`src/rtl/mem_port_arbiter_pkg.sv`:
```
// Shared types and constants for the IF/MEM memory port arbiter.
// Holds the FSM state encoding, the fetch lane mask and a counter-width helper.
package mem_port_arbiter_pkg;

    typedef enum logic [1:0] {
        StIdle   = 2'b00,
        StBusyIf = 2'b01,
        StBusyDm = 2'b10
    } arb_state_e;

    localparam logic [3:0] FetchBe = 4'b1111;

    // Width needed to count up to max_val inclusive, never narrower than one bit.
    function automatic int unsigned cnt_width(input int unsigned max_val);
        int unsigned w;
        w = 1;
        while ((max_val >> w) != 0) begin
            w = w + 1;
        end
        return w;
    endfunction

endpackage

```
`src/rtl/arb_wait_timer.sv`:
```
// Counts bus wait cycles of the current access and flags the cycle in which
// the wait count reaches TIMEOUT, so the arbiter can abort in that same edge.
module arb_wait_timer
    import mem_port_arbiter_pkg::*;
#(
    parameter int unsigned TIMEOUT = 255
) (
    input  logic clock,
    input  logic reset,
    input  logic clear_i,
    input  logic inc_i,
    output logic expired_o
);

    localparam int unsigned CntW = cnt_width(TIMEOUT);
    localparam logic [CntW-1:0] CntMax   = CntW'(TIMEOUT);
    localparam logic [CntW-1:0] LastWait = CntW'(TIMEOUT - 1);

    logic [CntW-1:0] count_q, count_d;

    always_comb begin
        count_d = count_q;
        if (clear_i) begin
            count_d = '0;
        end else if (inc_i && (count_q != CntMax)) begin
            count_d = count_q + 1'b1;
        end
    end

    // This wait cycle is the one that brings the count to TIMEOUT.
    assign expired_o = inc_i && (count_q == LastWait);

    always_ff @(posedge clock) begin
        if (reset) begin
            count_q <= '0;
        end else begin
            count_q <= count_d;
        end
    end

endmodule

```
`src/rtl/mem_port_arbiter.sv`:
```
// Shares one single-ported memory bus between instruction fetch and the MEM stage,
// with DM priority, IF anti-starvation, registered bus outputs and a wait timeout.
module mem_port_arbiter
    import mem_port_arbiter_pkg::*;
#(
    parameter int unsigned STARVE_LIMIT = 4,
    parameter int unsigned TIMEOUT      = 255
) (
    input  logic        clock,
    input  logic        reset,
    input  logic        if_req_i,
    input  logic [31:0] if_addr_i,
    output logic [31:0] if_rdata_o,
    output logic        if_ready_o,
    input  logic        dm_req_i,
    input  logic        dm_we_i,
    input  logic [31:0] dm_addr_i,
    input  logic [31:0] dm_wdata_i,
    input  logic [3:0]  dm_byteenable_i,
    output logic [31:0] dm_rdata_o,
    output logic        dm_ready_o,
    output logic        stall_if_o,
    output logic        stall_mem_o,
    output logic        bus_valid_o,
    output logic        bus_we_o,
    output logic [31:0] bus_addr_o,
    output logic [31:0] bus_wdata_o,
    output logic [3:0]  bus_byteenable_o,
    input  logic        bus_ready_i,
    input  logic [31:0] bus_rdata_i,
    output logic        bus_error_o
);

    localparam int unsigned StreakW = cnt_width(STARVE_LIMIT);
    localparam logic [StreakW-1:0] StreakMax = StreakW'(STARVE_LIMIT);

    arb_state_e        state_q, state_d;
    logic              bus_valid_q, bus_valid_d;
    logic              bus_we_q, bus_we_d;
    logic [31:0]       bus_addr_q, bus_addr_d;
    logic [31:0]       bus_wdata_q, bus_wdata_d;
    logic [3:0]        bus_be_q, bus_be_d;
    logic [31:0]       if_rdata_q, if_rdata_d;
    logic [31:0]       dm_rdata_q, dm_rdata_d;
    logic              if_ready_q, if_ready_d;
    logic              dm_ready_q, dm_ready_d;
    logic              bus_error_q, bus_error_d;
    logic [StreakW-1:0] streak_q, streak_d;

    logic grant_if, grant_dm, starve, done, wait_cycle, expired;

    assign done       = bus_valid_q && bus_ready_i;
    assign wait_cycle = bus_valid_q && !bus_ready_i;
    assign starve     = (STARVE_LIMIT != 0) && (streak_q == StreakMax);

    arb_wait_timer #(
        .TIMEOUT (TIMEOUT)
    ) u_wait_timer (
        .clock     (clock),
        .reset     (reset),
        .clear_i   (grant_if || grant_dm),
        .inc_i     (wait_cycle),
        .expired_o (expired)
    );

    always_comb begin
        state_d     = state_q;
        bus_valid_d = bus_valid_q;
        bus_we_d    = bus_we_q;
        bus_addr_d  = bus_addr_q;
        bus_wdata_d = bus_wdata_q;
        bus_be_d    = bus_be_q;
        if_rdata_d  = if_rdata_q;
        dm_rdata_d  = dm_rdata_q;
        if_ready_d  = 1'b0;
        dm_ready_d  = 1'b0;
        bus_error_d = bus_error_q;
        streak_d    = streak_q;
        grant_if    = 1'b0;
        grant_dm    = 1'b0;

        unique case (state_q)
            StIdle: begin
                if (dm_req_i && !(if_req_i && starve)) begin
                    grant_dm = 1'b1;
                end else if (if_req_i) begin
                    grant_if = 1'b1;
                end
            end
            StBusyIf: begin
                if (done) begin
                    if_rdata_d  = bus_rdata_i;
                    if_ready_d  = 1'b1;
                    bus_valid_d = 1'b0;
                    state_d     = StIdle;
                end else if (expired) begin
                    if_rdata_d  = '0;
                    if_ready_d  = 1'b1;
                    bus_valid_d = 1'b0;
                    bus_error_d = 1'b1;
                    state_d     = StIdle;
                end
            end
            StBusyDm: begin
                if (done) begin
                    if (!bus_we_q) begin
                        dm_rdata_d = bus_rdata_i;
                    end
                    dm_ready_d  = 1'b1;
                    bus_valid_d = 1'b0;
                    state_d     = StIdle;
                end else if (expired) begin
                    dm_rdata_d  = '0;
                    dm_ready_d  = 1'b1;
                    bus_valid_d = 1'b0;
                    bus_error_d = 1'b1;
                    state_d     = StIdle;
                end
            end
            default: begin
                bus_valid_d = 1'b0;
                state_d     = StIdle;
            end
        endcase

        if (grant_dm) begin
            bus_valid_d = 1'b1;
            bus_we_d    = dm_we_i;
            bus_addr_d  = dm_addr_i;
            bus_wdata_d = dm_wdata_i;
            bus_be_d    = dm_byteenable_i;
            state_d     = StBusyDm;
            // Only DM wins taken while IF is waiting count toward starvation.
            if (if_req_i && (streak_q != StreakMax)) begin
                streak_d = streak_q + 1'b1;
            end
        end else if (grant_if) begin
            bus_valid_d = 1'b1;
            bus_we_d    = 1'b0;
            bus_addr_d  = if_addr_i;
            bus_wdata_d = '0;
            bus_be_d    = FetchBe;
            state_d     = StBusyIf;
            streak_d    = '0;
        end
    end

    always_ff @(posedge clock) begin
        if (reset) begin
            state_q     <= StIdle;
            bus_valid_q <= 1'b0;
            bus_we_q    <= 1'b0;
            bus_addr_q  <= '0;
            bus_wdata_q <= '0;
            bus_be_q    <= '0;
            if_rdata_q  <= '0;
            dm_rdata_q  <= '0;
            if_ready_q  <= 1'b0;
            dm_ready_q  <= 1'b0;
            bus_error_q <= 1'b0;
            streak_q    <= '0;
        end else begin
            state_q     <= state_d;
            bus_valid_q <= bus_valid_d;
            bus_we_q    <= bus_we_d;
            bus_addr_q  <= bus_addr_d;
            bus_wdata_q <= bus_wdata_d;
            bus_be_q    <= bus_be_d;
            if_rdata_q  <= if_rdata_d;
            dm_rdata_q  <= dm_rdata_d;
            if_ready_q  <= if_ready_d;
            dm_ready_q  <= dm_ready_d;
            bus_error_q <= bus_error_d;
            streak_q    <= streak_d;
        end
    end

    assign if_rdata_o       = if_rdata_q;
    assign if_ready_o       = if_ready_q;
    assign dm_rdata_o       = dm_rdata_q;
    assign dm_ready_o       = dm_ready_q;
    assign stall_if_o       = if_req_i && !if_ready_q;
    assign stall_mem_o      = dm_req_i && !dm_ready_q;
    assign bus_valid_o      = bus_valid_q;
    assign bus_we_o         = bus_we_q;
    assign bus_addr_o       = bus_addr_q;
    assign bus_wdata_o      = bus_wdata_q;
    assign bus_byteenable_o = bus_be_q;
    assign bus_error_o      = bus_error_q;

endmodule

```
`config.mk`:
```
export PLATFORM = sky130hd
export DESIGN_NAME = mem_port_arbiter
export DESIGN_NICKNAME = d
export VERILOG_FILES = /design/src/rtl/mem_port_arbiter_pkg.sv /design/src/rtl/arb_wait_timer.sv /design/src/rtl/mem_port_arbiter.sv
export SDC_FILE = /design/constraint.sdc
export NUM_CORES = 1
export LEC_CHECK = 0
export BUFFER_PORTS_ARGS = -buffer_cell sky130_fd_sc_hd__buf_4
export CAP_MARGIN = 20
export CORE_MARGIN = 2
export CORE_UTILIZATION = 40
export CTS_BUF_LIST = sky130_fd_sc_hd__clkbuf_4 sky130_fd_sc_hd__clkbuf_8
export DETAILED_ROUTE_END_ITERATION = 10
export PLACE_DENSITY_LB_ADDON = 0.2
export SKIP_LAST_GASP = 1
export SYNTH_ARGS = -nofsm -noshare
export SYNTH_HDL_FRONTEND = slang
export SYNTH_SLANG_ARGS = --single-unit
```
`constraint.sdc`:
```
create_clock -name clock -period 1.7 [get_ports clock]
set_clock_uncertainty 0.1 [all_clocks]
set_input_delay 0.34 -clock clock [delete_from_list [all_inputs] [get_ports clock]]
set_output_delay 0.34 -clock clock [all_outputs]
set_load 0.01 [all_outputs]
```
==> impl_metrics.ini, run 1 <==
[floorplan]
chipWidth_um = 120
die_area_sq_mm = 0.0145
start_util_pct = 40.8
rows = 42
ioPinCount = 277
core_area_sq_mm = 0.0132
fp.dieH_um = 120

[global_route]
grt_pass1_wl_um = 26500
grt_max_degree = 38
grt_pass1_vias = 5421
grt_usage_pct = 23.0
grt_overflow = 0
grt_most_used_layer = met2
antenna_found_initial = 0
grt_use_met2_pct = 39.2
use_met3_pct = 5.75
grtUsageMet1_pct = 27.9

[pwr]
total_leakage_power_uw = 0.00417
seqPwrFrac_pct = 45.8
internal-power_uw = 6240
power.net_switching_uw = 2210
ir_worst_vdd_uv = 510
clkPwrFrac_pct = 32.4
power.density_mw_per_mm2 = 931
combPwrFrac_pct = 21.8
sw_frac_of_total_pct = 26.1

[finish]
drive_gt1_share_pct = 44.8
diodes = 0
fillers = 1029
stdcell_count = 1051
area_growth_pct = 67.7
layout.nets = 1007

[critical_path]
end_kind = register
worstPathMaxFanout = 8
critical_path_class = reg2reg
cp-start-kind = register
cp.arrival_ns = 1.91
worstPathRequired_ns = 1.96
r2r_cells = 7

[logic_synthesis]
synthArstFlopShare_pct = 0
netlist_area_sq_mm = 0.00541
synth_warnings = 0
synth_top_cell_by_area = dfxtp_1
ys_ff_latch = 150
syn_avg_cell_area_sq_um = 10.3
synth_edf_count = 0
ys_types = 47
syn_inst = 525
post_synth_main_area_contributors = dfxtp_1 56%, a22o_1 16%, a311oi_1 5.2%
syn_nets = 670
synth_top_area_share_pct = 55.5
ys_seq_area_share_pct = 55.5
synth_ff_type = dfxtp_1

[routing]
first_pass_iters = 5
drt.antenna.violating_nets = 0
avgRoutedWirePerCell_um = 16.6
via_count = 5403
routed_wirelength_um = 17400
post_drt_via_cell_ratio = 5.14
drtIter0Drc = 244
drc_errors = 0

[place]
placed_cells = 968
dp_slack_ns = -0.556
post-dp-hpwl_um = 11900
numPortBuffers = 276
gp_congestion = 0.780

[sta]
period_share_pct = 97.0
final.min_clock_period_ns = 1.65
rsz0062_at_grt = true
fin_ws_ns = 0.0504
worst_slew_pin_slew_ns = 0.417
timing.fmax_ghz = 0.606
setup_violations = 0
drv_slew = 0
finalSetupTns_ns = 0
finalHoldViolCount = 0
slew_headroom_pct = 72.1

[clocking]
cts_inserted_buffers = 17
cts_tree = done
cts_htree_levels = 4
clk_pin_slew_ns = 0.08
clkLatencyLatePin_ns = 0.43
root_buffer = clkbuf_8
cts_max_path_buffers = 2
numClockSinks = 150

[min_path]
min_path_cells = 2
hold_class = in2reg

[status]
status = completed

[flow_run]
max-cap-violations = 0
-- cells by family after synthesis --
group	after synthesis	synth area share [%]
and+or+nand+nor	160	12.9
AOI/OAI and AO/OA	150	24.2
DFF	150	55.5
buffers and inverters	52	4.60
adders and majority gates	7	1.62
muxes	4	0.763
xor gates and xnor gates	2	0.324
-- path summary, 6_finish.rpt --
path              slack [ns]                          end                   startpoint
setup / recovery        0.05   bus_addr_o[0]$_SDFFE_PP0P_     streak_q[1]$_SDFFE_PP0P_
hold / removal          0.02        bus_we_o$_SDFFE_PP0P_                      dm_we_i
setup reg to reg        0.05   bus_addr_o[0]$_SDFFE_PP0P_     streak_q[1]$_SDFFE_PP0P_
hold reg to reg         0.38  dm_rdata_o[30]$_SDFFE_PP0P_  dm_rdata_o[30]$_SDFFE_PP0P_
-- metrics by stage --
step | utilization [%] | hold slack [ns] | power [uW] | instance area (sq um)
2_1_floorplan | - | 0.349 | 4610 | 5410
3_3_place_gp | 58.8 | 0.358 | 5370 | 7790
3_5_place_dp | 59.0 | 0.359 | 5420 | 7820
4_1_cts | 66.2 | 0.000256 | 8360 | 8770
5_1_grt | 68.5 | 0.00282 | 8840 | 9070
6_report | 68.5 | 0.0232 | 8440 | 9070
-- placed cells by master, fill, tap and decap left out, types with 4 or more instances in the layout --
| cell | Yosys | layout |
|---|---|---|
| inv_1 | 10 | 7 |
| nor3_1 | 7 | 7 |
| dlygate4sd3_1 | 0 | 40 |
| clkinv_2 | 0 | 4 |
| buf_12 | 0 | 7 |
| nor2_1 | 56 | 53 |
| clkbuf_8 | 0 | 21 |
| a311oi_2 | 1 | 8 |
| ha_1 | 7 | 4 |
| a311oi_1 | 32 | 25 |
| dfxtp_1 | 150 | 144 |
| dfxtp_2 | 0 | 6 |
| nand2_1 | 72 | 71 |
| a22o_1 | 97 | 97 |
| clkbuf_16 | 0 | 4 |
| buf_4 | 1 | 301 |
-- power groups by stage --
stage	combinational [uW]	clock (uW)	sequential, uW
floorplan	588	0	4020
global placement	1440	0	3930
detailed placement	1490	0	3940
CTS	1680	2820	3860
global route	1970	2980	3890
finish	1840	2740	3870
-- per-layer routing --
| layer | vias up | routed length (um) | part of all wire [%] |
|---|---|---|---|
| met5 | - | 0 | 0 |
| met4 | 0 | 357 | 2.1 |
| met3 | 31 | 1240 | 7.1 |
| met2 | 242 | 8530 | 49 |
| met1 | 2535 | 7280 | 42 |
| li1 | 2595 | - | - |
-- cell type report --
type                       instances  area (sq um)  share of cell area, %
clock inverter                     8          96.3                   1.06
sequential                       150          3010                   33.2
clock buffer                      24           312                   3.44
multi-input combinational        324          2360                   26.0
tap                              176           220                   2.43
inverter                          10          37.5                  0.414
timing repair buffer             359          3040                   33.5
-- critical path: stages, from the launching register on --
cell       delay [ns]
dfxtp_2          0.33
inv_1            0.06
ha_4             0.17
nand3_4          0.07
and3_4           0.32
clkbuf_16        0.20
nand2_1          0.06
a311oi_2         0.26
-- sequential cells by signal, summed over array words and instances, names as in the netlist --
register and cells:
if_ready_o 1, bus_error_o 1, state_q 2, bus_byteenable_o 4
bus_wdata_o 32, dm_rdata_o 32, u_wait_timer.count_q 8, dm_ready_o 1
bus_addr_o 32, if_rdata_o 32, bus_we_o 1, bus_valid_o 1
streak_q 3
-- synthesized netlist by cell type, types with 2 or more instances --
| cell | instances |
|---|---|
| dfxtp_1 | 150 |
| a211oi_1 | 3 |
| a31oi_1 | 2 |
| nand4_1 | 3 |
| and3_1 | 3 |
| nand3_1 | 6 |
| nor2b_1 | 2 |
| clkbuf_1 | 15 |
| a311oi_1 | 32 |
| mux2i_1 | 3 |
| buf_2 | 21 |
| inv_1 | 10 |
| nand2_1 | 72 |
| a21oi_1 | 2 |
| nand2b_1 | 3 |
| buf_6 | 3 |
| a22o_1 | 97 |
| nor2_1 | 56 |
| nor3_1 | 7 |
| ha_1 | 7 |
| o211ai_1 | 2 |
-- what timing repair did --
item	4_1_cts	5_1_grt
hold endpoints to repair	43	0
setup buffers	1	2
resized for setup	19	37
hold buffers	40	0
cloned	3	5
endpoints found under the setup margin	86	130
pin swaps	2	11
(Power assumes the default switching activity.)
==> inputs of run 2 (changes only) <==
CELL_PAD_IN_SITES_DETAIL_PLACEMENT = 1   (was not set)
CELL_PAD_IN_SITES_GLOBAL_PLACEMENT = 1   (was not set)
CORE_UTILIZATION = 31   (was 40)
==> impl_metrics.ini, run 2 (same netlist as run 1, synthesis figures left out) <==
[place]
placed_cells = 1017
dp_slack_ns = -0.0850
numPortBuffers = 276
post-dp-hpwl_um = 13700
gp_congestion = 0.758

[routing]
avgRoutedWirePerCell_um = 19.3
drc_errors = 0
via_count = 5628
drtIter0Drc = 172
routed_wirelength_um = 21800
first_pass_iters = 4
drt.antenna.violating_nets = 0
post_drt_via_cell_ratio = 4.98

[floorplan]
ioPinCount = 277
start_util_pct = 31.5
rows = 48
die_area_sq_mm = 0.0185
core_area_sq_mm = 0.0172
chipWidth_um = 136
fp.dieH_um = 136

[clocking]
cts_inserted_buffers = 17
root_buffer = clkbuf_8
clkLatencyLatePin_ns = 0.45
clk_pin_slew_ns = 0.09
cts_tree = done
cts_htree_levels = 4
numClockSinks = 150
cts_max_path_buffers = 2

[finish]
fin_util_pct = 55.2
multi_input_area_sq_mm = 0.00233
layout_common_cells = 303 x buf_4, 141 x dfxtp_1, 97 x a22o_1, 72 x nand2_1, 65 x dlygate4sd3_1
diodes = 0
fillers = 1878
area_growth_pct = 75.3
stdcell_count = 1130
layout.nets = 1037
drive_gt1_share_pct = 44.1
layout_commonest_cell = buf_4
ff_latch_area_sq_mm = 0.00301

[critical_path]
r2r_slack_ns = -0.07
end_kind = register
critical_path_class = reg2reg
worstPathMaxFanout = 24
rr_startpoint = state_q[1]$_SDFFE_PP0P_
r2r_cells = 6
cp-start-kind = register
cp.arrival_ns = 2.00
cpPeakStageDelay_ns = 0.37
reg2reg_to = bus_addr_o[16]$_SDFFE_PP0P_
critical_path.cell_chain = inv_1 -> ha_4 -> and3_2 -> buf_12 -> nand2_1 -> a311oi_1
cpMaxStageDelayCell = a311oi_1
worstPathRequired_ns = 1.93

[pwr]
ir_worst_vdd_uv = 514
power.density_mw_per_mm2 = 924
total_leakage_power_uw = 0.00431

[min_path]
worst_hold_startpoint = dm_addr_i[10]
whs_endpoint = bus_addr_o[10]$_SDFFE_PP0P_
min_path_cells = 3
hold_class = in2reg

[status]
status = complete, but fails checks
violations = negative setup slack

[global_route]
grt_pass1_vias = 6044
grt_overflow = 0
antenna_found_initial = 0
grt_pass1_wl_um = 31500
grt_max_degree = 51
grt_usage_pct = 21.8

[sta]
setup_violations = 1
final.min_clock_period_ns = 1.77
drv_slew = 0
timing.fmax_ghz = 0.566
rsz0062_at_grt = true
worst_slew_pin_slew_ns = 0.661
slew_headroom_pct = 55.9
hold_slack_ns = 0.0523
period_share_pct = 104
finalSetupTns_ns = -0.0678
fin_ws_ns = -0.0678
finalHoldViolCount = 0

[flow_run]
max-cap-violations = 0
## run 2: changes by cell type in the layout (fill, tap and decap cells not counted), sizes merged, moves of 2 or more
cell,delta
dlygate4sd3,+25
clkinv,-2
inv,+6
clkinvlp,+2
clkbuf,-5
buf,+4
## run 2: worst max path at each step
| stage | slack (ns) | start | depth (start not counted) | end |
|---|---|---|---|---|
| 2_1_floorplan | 0.01 | state_q[1]$_SDFFE_PP0P_ | 8 | u_wait_timer.count_q[3]$_SDFFE_PP0P_ |
| 3_3_place_gp | -0.02 | reset | 5 | dm_rdata_o[2]$_SDFFE_PP0P_ |
| 3_5_place_dp | -0.08 | reset | 5 | dm_rdata_o[0]$_SDFFE_PP0P_ |
| 4_1_cts | -0.02 | streak_q[1]$_SDFFE_PP0P_ | 7 | bus_addr_o[14]$_SDFFE_PP0P_ |
| 5_1_grt | -0.13 | state_q[1]$_SDFFE_PP0P_ | 6 | bus_addr_o[16]$_SDFFE_PP0P_ |
| 6_report | -0.07 | state_q[1]$_SDFFE_PP0P_ | 6 | bus_addr_o[16]$_SDFFE_PP0P_ |
## run 2: layout make-up
| class | count | share of cell area (%) |
|---|---|---|
| inverter | 10 | 0.396 |
| sequential | 150 | 31.8 |
| clock buffer | 17 | 2.47 |
| clock inverter | 15 | 2.03 |
| multi-input combinational | 323 | 24.6 |
| tap | 225 | 2.97 |
| timing repair buffer | 390 | 35.8 |
## run 2: per-layer routing
layer	up-vias	GRT usage [%]	routed length [um]
li1	2650	-	-
met1	2749	24.2	8570
met2	198	38.9	11300
met3	31	7.38	1430
met4	0	7.47	436
met5	-	0	0
## run 2: critical path, delay by kind of cell (launching register included)
family | cells | cell delay (ns)
fa+ha+maj | 1 | 0.20
buf+inv | 2 | 0.31
flops | 1 | 0.34
simple gates | 2 | 0.32
compound gates | 1 | 0.37
## run 2: stage by stage
stage / instance area [sq um] / power [uW]
after detailed placement: 7950 / 5510
final: 9480 / 8760
after CTS: 9120 / 8670
after global routing: 9480 / 9180
after floorplan: 5410 / 4610
after global placement: 7950 / 5450
## run 2: report_power, final
group          leakage [uW]  internal (uW)  switching, uW  total [uW]
Combinational       0.00287           1040            889        1930
Clock              0.000207           1490           1470        2960
Sequential          0.00123           3730            141        3870
## run 2: what timing repair did
| action | 4_1_cts | 5_1_grt |
|---|---|---|
| endpoints found under the setup margin | 98 | 136 |
| hold endpoints to repair | 93 | 1 |
| buffers inserted | 5 | 3 |
| cloned | 1 | 7 |
| hold buffers | 64 | 1 |
| pin swaps | 1 | 5 |
| gates resized for setup | 5 | 33 |
==> inputs of run 3 (changes only) <==
CELL_PAD_IN_SITES_DETAIL_PLACEMENT = 0   (was 1)
CELL_PAD_IN_SITES_GLOBAL_PLACEMENT = 2   (was 1)
CORE_UTILIZATION = 24   (was 31)
==> impl_metrics.ini, run 3 (same netlist as run 1, synthesis figures left out) <==
[pwr]
ir_worst_vdd_uv = 411
total_leakage_power_uw = 0.00424
power.density_mw_per_mm2 = 896
power_uw = 8440

[sta]
drv_slew = 0
finalHoldViolCount = 0
rsz0062_at_grt = true
setup_violations = 1
worst_slew_pin_slew_ns = 0.372
fin_ws_ns = -0.00493
hold_slack_ns = 0.0507
final.min_clock_period_ns = 1.70
timing.fmax_ghz = 0.587
slew_headroom_pct = 75.2
period_share_pct = 100

[flow_run]
max-cap-violations = 0

[floorplan]
core_area_sq_mm = 0.0220
die_area_sq_mm = 0.0238
chipWidth_um = 154
ioPinCount = 277
start_util_pct = 24.6
fp.dieH_um = 154
rows = 54

[routing]
drt.antenna.violating_nets = 0
via_count = 5417
drc_errors = 0
avgRoutedWirePerCell_um = 16.6
first_pass_iters = 6
drtIter0Drc = 206
post_drt_via_cell_ratio = 4.60
routed_wirelength_um = 19600

[critical_path]
cp-start-kind = register
worstPathMaxFanout = 8
critical_path_class = reg2reg
end_kind = register
worstPathRequired_ns = 1.95
cp.arrival_ns = 1.95

[global_route]
grt_overflow = 0
grt_usage_pct = 15.0
grt_max_degree = 55
grt_pass1_vias = 5325
grt_pass1_wl_um = 28400
antenna_found_initial = 0

[finish]
multi_input_area_sq_mm = 0.00235
layout.nets = 1029
ff_latch_area_sq_mm = 0.00301
area_growth_pct = 74.0
drive_gt1_share_pct = 44.0
fillers = 2088
layout_common_cells = 298 x buf_4, 142 x dfxtp_1, 97 x a22o_1, 70 x nand2_1, 65 x dlygate4sd3_1
layout_commonest_cell = buf_4
diodes = 0

[place]
post-dp-hpwl_um = 12500
gp_congestion = 0.727
numPortBuffers = 276

[clocking]
cts_max_path_buffers = 2
cts_inserted_buffers = 17
root_buffer = clkbuf_8
clkLatencyLatePin_ns = 0.45
cts_tree = done
numClockSinks = 150
clk_pin_slew_ns = 0.10
cts_htree_levels = 4

[min_path]
hold_class = in2reg

[status]
violations = negative setup slack
status = complete, but fails checks
==> run 3: cell types whose count changed in the layout (fill, tap and decap cells not counted), sizes merged <==
cell / change
buf: -7
clkinvlp: -2
bufinv: -3
bufbuf: -1
inv: +5
==> run 3: metal layers <==
layer,part of all wire [%],GRT usage [%]
met1,43,18.1
met2,47,24.5
met3,7.8,5.27
met4,2.3,5.70
met5,0,0
==> run 3: where the power goes <==
part | internal, uW | total (uW) | leakage (uW) | switching [uW]
sequential | 3730 | 3850 | 0.00123 | 121
combinational | 992 | 1850 | 0.00281 | 855
clock | 1100 | 2740 | 0.000196 | 1630
==> run 3: metrics by stage <==
| step | util (%) | cells | setup WS, ns | area, sq um | TNS, ns |
|---|---|---|---|---|---|
| 2_1_floorplan | - | 525 | 0.0145 | 5410 | 0 |
| 3_3_place_gp | 36.2 | 1063 | 0.0158 | 7950 | 0 |
| 3_5_place_dp | 36.2 | 1063 | -0.0474 | 7950 | -0.582 |
| 4_1_cts | 41.1 | 1161 | -0.00615 | 9020 | -0.0103 |
| 5_1_grt | 42.9 | 1177 | -0.0711 | 9410 | -1.33 |
| 6_report | 42.9 | 1177 | -0.00493 | 9410 | -0.00493 |
==> run 3: final cells by class <==
class / count / area share [%]
Multi-Input combinational cell: 323 / 24.9
Inverter: 10 / 0.399
Clock buffer: 17 / 2.49
Timing Repair Buffer: 382 / 34.8
Sequential cell: 150 / 32.0
Tap cell: 280 / 3.72
Clock inverter: 15 / 1.61
==> run 3: worst paths after layout <==
kind,slack [ns],endpoint,cells after the start,startpoint
min,0.05,bus_addr_o[16]$_SDFFE_PP0P_,3,if_addr_i[16]
max,-0.005,dm_rdata_o[30]$_SDFFE_PP0P_,7,u_wait_timer.count_q[0]$_SDFFE_PP0P_
max reg2reg,-0.005,dm_rdata_o[30]$_SDFFE_PP0P_,7,u_wait_timer.count_q[0]$_SDFFE_PP0P_
min reg2reg,0.38,dm_rdata_o[21]$_SDFFE_PP0P_,1,dm_rdata_o[21]$_SDFFE_PP0P_
==> run 3: timing repair <==
| action | 4_1_cts | 5_1_grt |
|---|---|---|
| gates cloned | 1 | 8 |
| setup endpoints to repair | 32 | 133 |
| buffers inserted | 0 | 8 |
| hold buffers | 65 | 0 |
| pin swaps | 0 | 14 |
| hold endpoints to repair | 97 | 0 |
| gates resized for setup | 6 | 35 |
==> run 3: worst max-delay path, stage by stage (launching register included) <==
cell and delay [ns]:
dfxtp_2 0.33, inv_2 0.06, ha_4 0.13, nand3_4 0.09, o31ai_4 0.26, a31oi_4 0.20, clkbuf_16 0.22, a22o_1 0.20
